<file path="src/rtl/mult_4b_pkg.sv">
// Shared widths and types for the 4x4 array multiplier.
// Operand and full-product widths used by mult_4b and its cells.
package mult_4b_pkg;

  localparam int OP_W   = 4;
  localparam int PROD_W = 8;

  typedef logic [OP_W-1:0]   op_t;
  typedef logic [PROD_W-1:0] prod_t;

endpackage

</file>
<file path="src/rtl/mult_4b_cell.sv">
// mult_cell: 1-bit multiply cell, full-add of (a&b)+sum_in+carry_in.
// Ports: a, b, sum_in, carry_in (in); sum_out, carry_out (out).
module mult_cell (
  input  logic a,
  input  logic b,
  input  logic sum_in,
  input  logic carry_in,
  output logic sum_out,
  output logic carry_out
);

  logic pp;

  assign pp        = a & b;
  assign sum_out   = pp ^ sum_in ^ carry_in;
  assign carry_out = (pp & sum_in)
                   | (pp & carry_in)
                   | (sum_in & carry_in);

endmodule

</file>
<file path="src/rtl/mult_4b.sv">
// mult_4b: 4x4 unsigned ripple-carry array multiplier, registered out.
// Ports: clk, rst (sync, high), x, y in; out = (x*y) mod 16.
// Macro MULT_4B_OVF_EN adds prod_hi = (x*y)[7:4] and ovf = |prod_hi.
module mult_4b
  import mult_4b_pkg::*;
(
  input  logic            clk,
  input  logic            rst,
  input  logic [OP_W-1:0] x,
  input  logic [OP_W-1:0] y,
  output logic [OP_W-1:0] out
`ifdef MULT_4B_OVF_EN
  ,
  output logic [OP_W-1:0] prod_hi,
  output logic            ovf
`endif
);

  // s/c: sum and carry outputs of cell (row i, column j).
  // Row i adds x*y[i] to the previous row's result shifted
  // right by one; the low bit of each row is a product bit.
  logic [OP_W-1:0] s [OP_W];
  logic [OP_W-1:0] c [OP_W];
  prod_t           prod;

  for (genvar i = 0; i < OP_W; i++) begin : g_row
    for (genvar j = 0; j < OP_W; j++) begin : g_col
      logic si;
      logic ci;

      if (i == 0) begin : g_si0
        assign si = 1'b0;
      end else if (j == OP_W-1) begin : g_sitop
        assign si = c[i-1][OP_W-1];
      end else begin : g_si
        assign si = s[i-1][j+1];
      end

      if (j == 0) begin : g_ci0
        assign ci = 1'b0;
      end else begin : g_ci
        assign ci = c[i][j-1];
      end

      mult_cell u_cell (
        .a         (x[j]),
        .b         (y[i]),
        .sum_in    (si),
        .carry_in  (ci),
        .sum_out   (s[i][j]),
        .carry_out (c[i][j])
      );
    end
  end

  for (genvar i = 0; i < OP_W-1; i++) begin : g_plo
    assign prod[i] = s[i][0];
  end

  assign prod[PROD_W-2:OP_W-1] = s[OP_W-1];
  assign prod[PROD_W-1]        = c[OP_W-1][OP_W-1];

  always_ff @(posedge clk) begin
    if (rst) out <= '0;
    else     out <= prod[OP_W-1:0];
  end

`ifdef MULT_4B_OVF_EN
  always_ff @(posedge clk) begin
    if (rst) begin
      prod_hi <= '0;
      ovf     <= 1'b0;
    end else begin
      prod_hi <= prod[PROD_W-1:OP_W];
      ovf     <= |prod[PROD_W-1:OP_W];
    end
  end
`else
  // High product bits have no consumer in this build.
  logic [OP_W-1:0] unused_hi;
  assign unused_hi = prod[PROD_W-1:OP_W];
`endif

endmodule

</file>
<file path="config.mk">
export PLATFORM = sky130hd
export DESIGN_NAME = mult_4b
export DESIGN_NICKNAME = d
export VERILOG_FILES = /design/src/rtl/mult_4b_pkg.sv /design/src/rtl/mult_4b_cell.sv /design/src/rtl/mult_4b.sv
export SDC_FILE = /design/constraint.sdc
export NUM_CORES = 1
export LEC_CHECK = 0
export BUFFER_PORTS_ARGS = -buffer_cell sky130_fd_sc_hd__buf_2
export CORE_AREA = 2 2 39 41
export CTS_CLUSTER_SIZE = 24
export DETAILED_ROUTE_END_ITERATION = 8
export DIE_AREA = 0 0 41 43
export SYNTH_ARGS = -nofsm -noshare
export SYNTH_HDL_FRONTEND = slang
export SYNTH_HIERARCHICAL = 1
export SYNTH_SLANG_ARGS = --single-unit
</file>
<file path="constraint.sdc">
create_clock -name clk -period 12.5 [get_ports clk]
set_input_delay 1.875 -clock clk [delete_from_list [all_inputs] [get_ports clk]]
set_output_delay 1.875 -clock clk [all_outputs]
set_load 0.1 [all_outputs]
</file>
Yosys cells after proc, flatten, opt, wreduce, memory -nomap -nowiden:

Index checks and enable logic that the tools add are counted.

* register bits: 4
* word-level logic and storage cells: 27

* bitwise logic cells: 26

Operator list (count)
* 1-bit AND: 15
* 1-bit XOR: 9
* 1-bit OR: 2

Depth between registers and ports, before layout:

Gate-level depths: netlist of run 1.

* depth in word-level cells: 9
* mapped depth: 22
* depth with buffers taken out: 22

By module:

The synthesis of run 1 kept the hierarchy.

By module, submodules not included
* mult_cell: instances 10, cells each 6, area an instance 38.8 um^2, sequential area each 0.0 um^2
* mult_4b: instances 1, cells each 9, area an instance 108.9 um^2, sequential area each 80.1 um^2

Worst setup path before layout of run 1:

No wires, ideal clock.

* path kind: input-to-reg
* start point: input x[1]
* end point: register out[3]
* setup time: 0.114 ns
* data arrival time: 5.151 ns
* data required time: 12.386 ns
* setup slack: 7.235 ns
* stages on the path: 19
* cells stage by stage: nand2_1 -> fa_1 -> inv_1 -> inv_1 -> fa_1 -> inv_1 -> inv_1 -> fa_1 -> inv_1 -> inv_1 -> fa_1 -> inv_1 -> inv_1 -> fa_1 -> inv_1 -> inv_1 -> fa_1 -> inv_1 -> nor2b_1

* elaborated cells between the ends (all ways): 16
* classes of those cells: bitwise: 16

RTL lines
* from (decl): line mult_4b.sv:9 `input logic [OP_W-1:0] x,`
* 1-bit AND: line mult_4b_cell.sv:14 `assign pp = a & b;`
* via g_row[1].g_col[0].si: line mult_4b.sv:28 `logic si;`
* 1-bit AND: line mult_4b_cell.sv:16 `assign carry_out = (pp & sum_in)`
* via g_row[1].g_col[1].ci: line mult_4b.sv:29 `logic ci;`
* 1-bit XOR: line mult_4b_cell.sv:15 `assign sum_out = pp ^ sum_in ^ carry_in;`
* via g_row[2].g_col[0].si: line mult_4b.sv:28
* 1-bit AND: line mult_4b_cell.sv:16
* via g_row[2].g_col[1].ci: line mult_4b.sv:29
* 1-bit XOR: line mult_4b_cell.sv:15
* via g_row[3].g_col[0].si: line mult_4b.sv:28
* 1-bit XOR: line mult_4b_cell.sv:15
* via prod[3]: line mult_4b.sv:24 `prod_t prod;`
* to (signal assigned): line mult_4b.sv:65 `else out <= prod[OP_W-1:0];`
* to (decl): line mult_4b.sv:11 `output logic [OP_W-1:0] out`

The timed path passes the listed nets, and every way through them passes these cells.
A chain may end at the register's enable or synchronous reset.

Worst setup path after layout of run 1:

* start point: input y[0]
* end point: register out[3]

* elaborated cells between the ends (all ways): 17
* classes of those cells: bitwise: 17

RTL lines
* from (decl): line mult_4b.sv:10 `input logic [OP_W-1:0] y,`
* 1-bit AND: line mult_4b_cell.sv:14
* via g_row[1].g_col[0].si: line mult_4b.sv:28
* 1-bit AND: line mult_4b_cell.sv:16
* via g_row[1].g_col[1].ci: line mult_4b.sv:29
* 1-bit XOR: line mult_4b_cell.sv:15
* via g_row[2].g_col[0].si: line mult_4b.sv:28
* 1-bit AND: line mult_4b_cell.sv:16
* via g_row[2].g_col[1].ci: line mult_4b.sv:29
* 1-bit XOR: line mult_4b_cell.sv:15
* via g_row[3].g_col[0].si: line mult_4b.sv:28
* 1-bit XOR: line mult_4b_cell.sv:15
* via prod[3]: line mult_4b.sv:24

The timed path passes the listed nets, and every way through them passes these cells.

==> results of run 1 <==
-- cell type report --
cell class / instances / area, sq um
fillers: 151 / 768
multi-input cells: 32 / 293
inverters: 36 / 135
flip-flops and latches: 4 / 80.1
repair buffers: 13 / 65.1
clock buffers: 3 / 22.5
well taps: 16 / 20.0
-- metrics by stage --
stage	total power, mW	setup slack, ns
detailed placement	0.0717	6.94
floorplan	0.0626	7.24
global route	0.0940	7.05
finish	0.0862	7.20
global placement	0.0698	7.03
CTS	0.0881	7.18
-- worst max-delay path, delay by kind of cell --
family                     cells  cell delay, ns
adders and majority gates      6            2.67
buffers and inverters         12            0.70
and+or+nand+nor                2            0.18
-- layer usage --
layer  track usage [%]  part of all wire (%)  routed length (um)  up-vias
met4              8.00                     0                   0        0
met5                 0                     0                   0        -
li1                  -                     -                   -      193
met1              9.63                    36                 233      155
met2              15.0                    56                 363       11
met3                 0                   7.3                  47        0
-- layout by cell type (no fill, tap or decap) --
cell      count
fa_1         10
nand2_1      10
clkbuf_4      3
inv_1        36
buf_2        13
dfxtp_1       4
nor2b_1       4
conb_1        8
-- how the worst min path moves through the flow --
stage               endpoint  slack [ns]  cells past startpoint
CTS                   out[3]        1.84                      2
finish                out[3]        1.85                      2
detailed placement    out[3]        2.09                      2
global route          out[3]        1.85                      2
floorplan             out[0]        1.95                      1
global placement      out[1]        2.09                      2
-- where the power goes --
group	switching, mW	internal [mW]
registers	0.000663	0.0161
clock network	0.00478	0.0107
logic	0.0402	0.0137
total	0.0456	0.0405
==> metrics.cfg, run 1 <==
[floorplan]
die_h_um = 43
die_area_sq_mm = 0.00176
coreArea_sq_mm = 0.00138
initial_utilization_pct = 34.8
ios = 14
core.rowCount = 14
die_w_um = 41

[cells_and_area]
max_flop_register = out
largest_reg_flops = 4
final_cells = 104
final_util_pct = 44.5
reg_top3 = out: 4 flops
antenna_cells = 0
nNetsFinal = 110
area_delta_synth_final_pct = 27.8
finalInstanceArea_sq_um = 616
drive_above_1_share_pct = 18.2

[placement]
place.gp.congestion = 0.659
dp.cells = 101
io_buffers = 13
place_hpwl_um = 607
placed_area_sq_um = 593

[synthesis]
syn_area_sq_um = 482
ys_warn_count = 6
synth_cells = 65
synth.avg_cell_area_sq_um = 7.41

[clock_tree]
cts_made_buffers = 3
cts_resized = 0
cts_setup_buffers = 0
h-tree-depth = 1
hold_buffers = 0
cts.sinks = 4
path_clk_slew_ns = 0.04
cts_tree = built
cts_max_path_buffers = 2
clockRootBuffer = clkbuf_4

[critical_path]
slowest_delay_ns = 0.53
crit_arrival_ns = 5.42
worstSetupPathType = in2reg
crit_path_top_delay_cell = fa_1
required_ns = 12.63
cp-end-kind = flip-flop
crit_top_cell = inv_1
path_max_fanout = 4
start_kind = input port
worstSetupEndpoint = out[3]
critical_path.startpoint = y[0]
crit_chain = buf_2, nand2_1, fa_1, inv_1, inv_1, fa_1, inv_1, inv_1, fa_1, inv_1, inv_1, fa_1, inv_1, inv_1, fa_1, inv_1, inv_1, fa_1, inv_1, nor2b_1

[worst_hold_path]
holdCritStartpoint = rst
hp-class = in2reg

[global_route]
track_usage_pct = 9.03
grt_first_pass_wirelength_um = 1090
grt_pass1_vias = 327
grt_overflow = 0
grt_antenna_before_repair = 0
grt_max_degree = 5

[drt]
routed_wl_um = 644
drtPass1Iterations = 1
vias_per_cell = 3.45
drt-wirelength-per-cell_um = 6.19
vias = 359
postRouteAntennaNets = 0
post-route-drc-count = 0
drt_iter0_markers = 0

[outcome]
outcome = completed

[sta]
slew_viol_final = 0
rsz0062_at_grt = no
max_freq_mhz = 189
setup-violations-final = 0
post-route-period-util_pct = 42.4
period_needed_ns = 5.30
tns_ns = 0
hold_violations = 0
holdWs_ns = 1.85

[flow_run]
max_cap_violations = 0

[power_and_ir_drop]
vdd_drop_max_uv = 39.8
p_per_area_mw_per_mm2 = 140
leakage_nw = 0.371

Power figures use the tool's default switching activity.
==> run 2, diff against run 1 <==
clock period = 5.1 ns   (was 12.5 ns; I/O delays follow)
==> metrics.cfg, run 2 (synthesized netlist as in run 1, its figures left out) <==
[placement]
place.gp.congestion = 0.705  ; +7.0%
io_buffers = 13  ; unchanged
place_hpwl_um = 611  ; +0.69%

[drt]
wl_met2_um = 376  ; +3.6%
drt_iter0_markers = 0  ; unchanged
vias_per_cell = 3.51  ; +1.7%
wl_met1_um = 236  ; +1.3%
postRouteAntennaNets = 0  ; unchanged
wl_met3_um = 51  ; +8.5%
drt-wirelength-per-cell_um = 6.38  ; +3.1%
highest_layer = met3
post-route-drc-count = 0  ; unchanged
routed_wl_um = 664  ; +3.1%
drtPass1Iterations = 1  ; unchanged
vias = 365  ; +1.7%

[outcome]
outcome = completed

[sta]
tns_ns = 0  ; unchanged
slew_viol_final = 0  ; unchanged
post-route-period-util_pct = 81.5
period_needed_ns = 4.16
setup-violations-final = 0  ; unchanged
hold_violations = 0  ; unchanged
rsz0062_at_grt = no
max_freq_mhz = 241

[cells_and_area]
layout_commonest_cell = inv_1
final_cell_mix = inv_1, buf_2, nand2_1, fa_1, conb_1
area_delta_synth_final_pct = 27.8  ; unchanged
largest_reg_flops = 4  ; unchanged
antenna_cells = 0  ; unchanged
max_flop_register = out
fillers = 145  ; -4.0%
drive_above_1_share_pct = 18.2  ; unchanged
reg_top3 = out: 4 flops
nNetsFinal = 110  ; unchanged

[flow_run]
max_cap_violations = 0  ; unchanged

[clock_tree]
hold_buffers = 0  ; unchanged
path_clk_slew_ns = 0.04  ; about the same
cts.sinks = 4  ; unchanged
cts_tree = built
clockRootBuffer = clkbuf_4
cts_resized = 0  ; unchanged
h-tree-depth = 1  ; unchanged
cts_max_path_buffers = 2  ; unchanged
cts_setup_buffers = 0  ; unchanged
cts_made_buffers = 3  ; unchanged

[global_route]
grt_overflow = 0  ; unchanged
grt_max_degree = 5  ; unchanged
grt_first_pass_wirelength_um = 1210  ; +11%
grt_antenna_before_repair = 0  ; unchanged
grt_pass1_vias = 332  ; +1.5%
track_usage_pct = 10.3  ; +1.3 points

[critical_path]
required_ns = 5.22  ; -7.41 ns
worstSetupPathType = in2reg
crit_chain = buf_2, nand2_1, fa_1, inv_1, inv_1, fa_1, inv_1, inv_1, fa_1, inv_1, inv_1, fa_1, inv_1, inv_1, fa_1, inv_1, inv_1, fa_1, inv_1, nor2b_1
path_buf_inv = 12  ; unchanged
crit_path_top_delay_cell = fa_1
slowest_delay_ns = 0.53  ; about the same
crit_top_cell = inv_1
cp-end-kind = flip-flop
start_kind = input port
path_max_fanout = 3  ; -1
crit_family = adder cells
crit_arrival_ns = 4.28  ; -1.14 ns

[floorplan]
die_w_um = 41  ; unchanged
die_area_sq_mm = 0.00176  ; unchanged
coreArea_sq_mm = 0.00138  ; unchanged
initial_utilization_pct = 34.8  ; unchanged
die_h_um = 43  ; unchanged
core.rowCount = 14  ; unchanged
ios = 14  ; unchanged

[power_and_ir_drop]
p_per_area_mw_per_mm2 = 342  ; +140%
vdd_drop_max_uv = 127  ; +220%
leakage_nw = 0.371  ; unchanged
power_mw = 0.211  ; +140%

[worst_hold_path]
hp-class = in2reg

[run 2: final timing paths]
path | endpoint | from | depth (start not counted)
setup / recovery | out[3] | x[1] | 20
hold / removal | out[3] | rst | 2
[run 2: report_power, final]
group | total (mW) | internal, mW | switching (mW)
clock network | 0.0383 | 0.0263 | 0.0120
logic | 0.131 | 0.0335 | 0.0977
registers | 0.0411 | 0.0395 | 0.00167
total | 0.211 | 0.0992 | 0.111
[run 2: per-stage QoR]
| stage | std cells | hold slack [ns] | util (%) | setup slack (ns) | area [sq um] |
|---|---|---|---|---|---|
| detailed placement | 101 | 0.982 | 42.9 | 0.663 | 593 |
| finish | 104 | 0.744 | 44.5 | 0.943 | 616 |
| CTS | 104 | 0.732 | 44.5 | 0.911 | 616 |
| floorplan | 72 | 0.837 | - | 0.945 | 508 |
| global route | 104 | 0.744 | 44.5 | 0.735 | 616 |
| global placement | 101 | 0.980 | 42.9 | 0.748 | 593 |
[run 2: metal layers]
| metal | vias up | GRT usage (%) |
|---|---|---|
| met5 | - | 0 |
| met4 | 0 | 8.00 |
| met1 | 162 | 11.1 |
| met2 | 11 | 17.5 |
| met3 | 0 | 0 |
| li1 | 192 | - |
[run 2: area by class of cell]
cell class	instances	area, sq um	area share [%]
clock buffers	3	22.5	3.66
flip-flops and latches	4	80.1	13.0
repair buffers	13	65.1	10.6
multi-input cells	32	293	47.6
well taps	16	20.0	3.25
inverters	36	135	22.0
==> run 3, diff against run 2 <==
clock period = 3.4 ns   (was 5.1 ns; I/O delays follow)
==> metrics.cfg, run 3 (synthesized netlist as in run 1, its figures left out) <==
[outcome]
outcome = finished, violations left
violations = negative setup slack

[cells_and_area]
nNetsFinal = 114  ; +3.6%
fillers = 160  ; +10%
antenna_cells = 0  ; unchanged
largest_reg_flops = 4  ; unchanged
drive_above_1_share_pct = 31.5  ; +13 points
final_util_pct = 48.6  ; +4.2 points
final_cell_mix = inv_1, buf_2, nand2_1
area_delta_synth_final_pct = 39.7
layout_commonest_cell = inv_1
reg_top3 = out: 4 flops
finalInstanceArea_sq_um = 673  ; +9.3%
max_flop_register = out

[global_route]
grt_max_degree = 5  ; unchanged
grt_pass1_vias = 411  ; +24%
grt_overflow = 0  ; unchanged
use_met2_pct = 23.4  ; +5.9 points
busiest_layer = met2
grt_use_met3_pct = 0  ; unchanged
grt_first_pass_wirelength_um = 1440  ; +19%
grt_antenna_before_repair = 0  ; unchanged
grtUsageMet1_pct = 11.0  ; -0.15 points
track_usage_pct = 12.5  ; +2.2 points

[power_and_ir_drop]
pwr-share-seq_pct = 18.5  ; -1.0 points
p_sw_mw = 0.174  ; +56%
pwr-share-clk_pct = 17.7  ; -0.5 points
comb_power_share_pct = 63.7  ; +1.4 points
p_per_area_mw_per_mm2 = 491  ; +44%
power.internal_mw = 0.157  ; +58%
switching_share_pct = 52.7  ; -0.23 points
vdd_drop_max_uv = 140  ; +10%
leakage_nw = 0.392  ; +5.6%

[floorplan]
ios = 14  ; unchanged
coreArea_sq_mm = 0.00138  ; unchanged
die_h_um = 43  ; unchanged
core.rowCount = 14  ; unchanged
die_w_um = 41  ; unchanged
die_area_sq_mm = 0.00176  ; unchanged
initial_utilization_pct = 34.8  ; unchanged

[sta]
final.setup.worst_slack_ns = -0.249  ; -1.19 ns
tns_ns = -0.249  ; -0.249 ns
max_freq_mhz = 274
period_needed_ns = 3.65
hold_violations = 0  ; unchanged
rsz0062_at_grt = yes
post-route-period-util_pct = 107
slew_viol_final = 0  ; unchanged
setup-violations-final = 1  ; +1

[drt]
routed_wl_um = 754  ; +14%
vias_per_cell = 3.66  ; +4.2%
drt_iter0_markers = 2  ; +2
drtPass1Iterations = 2  ; +1
vias = 395  ; +8.2%
drt-wirelength-per-cell_um = 6.98  ; +9.3%
post-route-drc-count = 0  ; unchanged
postRouteAntennaNets = 0  ; unchanged

[clock_tree]
clockRootBuffer = clkbuf_4
cts_max_path_buffers = 2  ; unchanged
cts_setup_buffers = 0  ; unchanged
path_clk_slew_ns = 0.04  ; about the same
hold_buffers = 0  ; unchanged
h-tree-depth = 1  ; unchanged
cts_made_buffers = 3  ; unchanged
cts.sinks = 4  ; unchanged
cts_tree = built

[critical_path]
start_kind = input port
crit_chain = buf_6, nand2_4, fa_1, inv_1, inv_2, fa_2, inv_2, inv_1, fa_2, inv_2, inv_1, fa_1, inv_1, inv_2, fa_1, inv_1, inv_2, fa_1, inv_1, nor2b_1
worstSetupPathType = in2reg
cp-end-kind = flip-flop
required_ns = 3.53  ; -1.69 ns
crit_top_cell = inv_1
crit_path_top_delay_cell = fa_1
crit_arrival_ns = 3.78  ; -0.50 ns
path_max_fanout = 2  ; -1
slowest_delay_ns = 0.49  ; -0.04 ns

[placement]
placed_area_sq_um = 638  ; +7.6%
place_hpwl_um = 690  ; +13%
place.gp.congestion = 0.674  ; -4.4%
io_buffers = 13  ; unchanged

[worst_hold_path]
hp-class = in2reg

[flow_run]
max_cap_violations = 0  ; unchanged

## run 3: cell types whose count changed in the layout (fill, tap and decap cells not counted)
cell,before,now
buf_4,0,4
fa_1,10,7
inv_1,36,31
buf_6,0,2
nand2_4,0,1
nand2_1,10,9
buf_2,13,11
inv_2,0,5
fa_2,0,3
## run 3: final timing paths
check                 start      to  slack (ns)  cells past startpoint
worst max-delay path   x[1]  out[3]       -0.25                     20
worst min-delay path    rst  out[1]        0.48                      2
## run 3: metal layers
layer  part of all wire [%]  vias up
met5                      0        -
met4                    2.3        0
met3                    5.8        2
met2                     62       13
li1                       -      201
met1                     30      179
## run 3: stage by stage
step / total power, mW / hold slack, ns / setup slack, ns / std cells
floorplan: 0.235 / 0.582 / -0.305 / 72
global placement: 0.266 / 0.722 / -0.513 / 105
detailed placement: 0.274 / 0.723 / -0.579 / 105
CTS: 0.337 / 0.474 / -0.288 / 108
global route: 0.365 / 0.488 / -0.415 / 108
finish: 0.331 / 0.480 / -0.249 / 108
## run 3: power groups by stage
stage | logic (mW) | registers (mW) | clock network (mW)
6_report | 0.211 | 0.0613 | 0.0587
5_1_grt | 0.239 | 0.0634 | 0.0620
3_3_place_gp | 0.204 | 0.0619 | 0
3_5_place_dp | 0.212 | 0.0621 | 0
4_1_cts | 0.214 | 0.0615 | 0.0617
2_1_floorplan | 0.0845 | 0.150 | 0
## run 3: what timing repair did
item | 4_1_cts | 5_1_grt
pin swaps | 1 | 0
gates resized for setup | 3 | 2
endpoints found under the setup margin | 1 | 1
gates cloned | 0 | 0
## run 3: layout make-up
| type | instances | area [sq um] | share of cell area (%) |
|---|---|---|---|
| Timing Repair Buffer | 17 | 108 | 16.0 |
| Clock buffer | 3 | 22.5 | 3.35 |
| Inverter | 36 | 135 | 20.1 |
| Sequential cell | 4 | 80.1 | 11.9 |
| Tap cell | 16 | 20.0 | 2.97 |
| Multi-Input combinational cell | 32 | 308 | 45.7 |
## run 3: worst max-delay path, delay by kind of cell
family,cells,cell delay (ns)
simple gates,2,0.15
fa+ha+maj,6,2.48
buf+inv,12,0.63
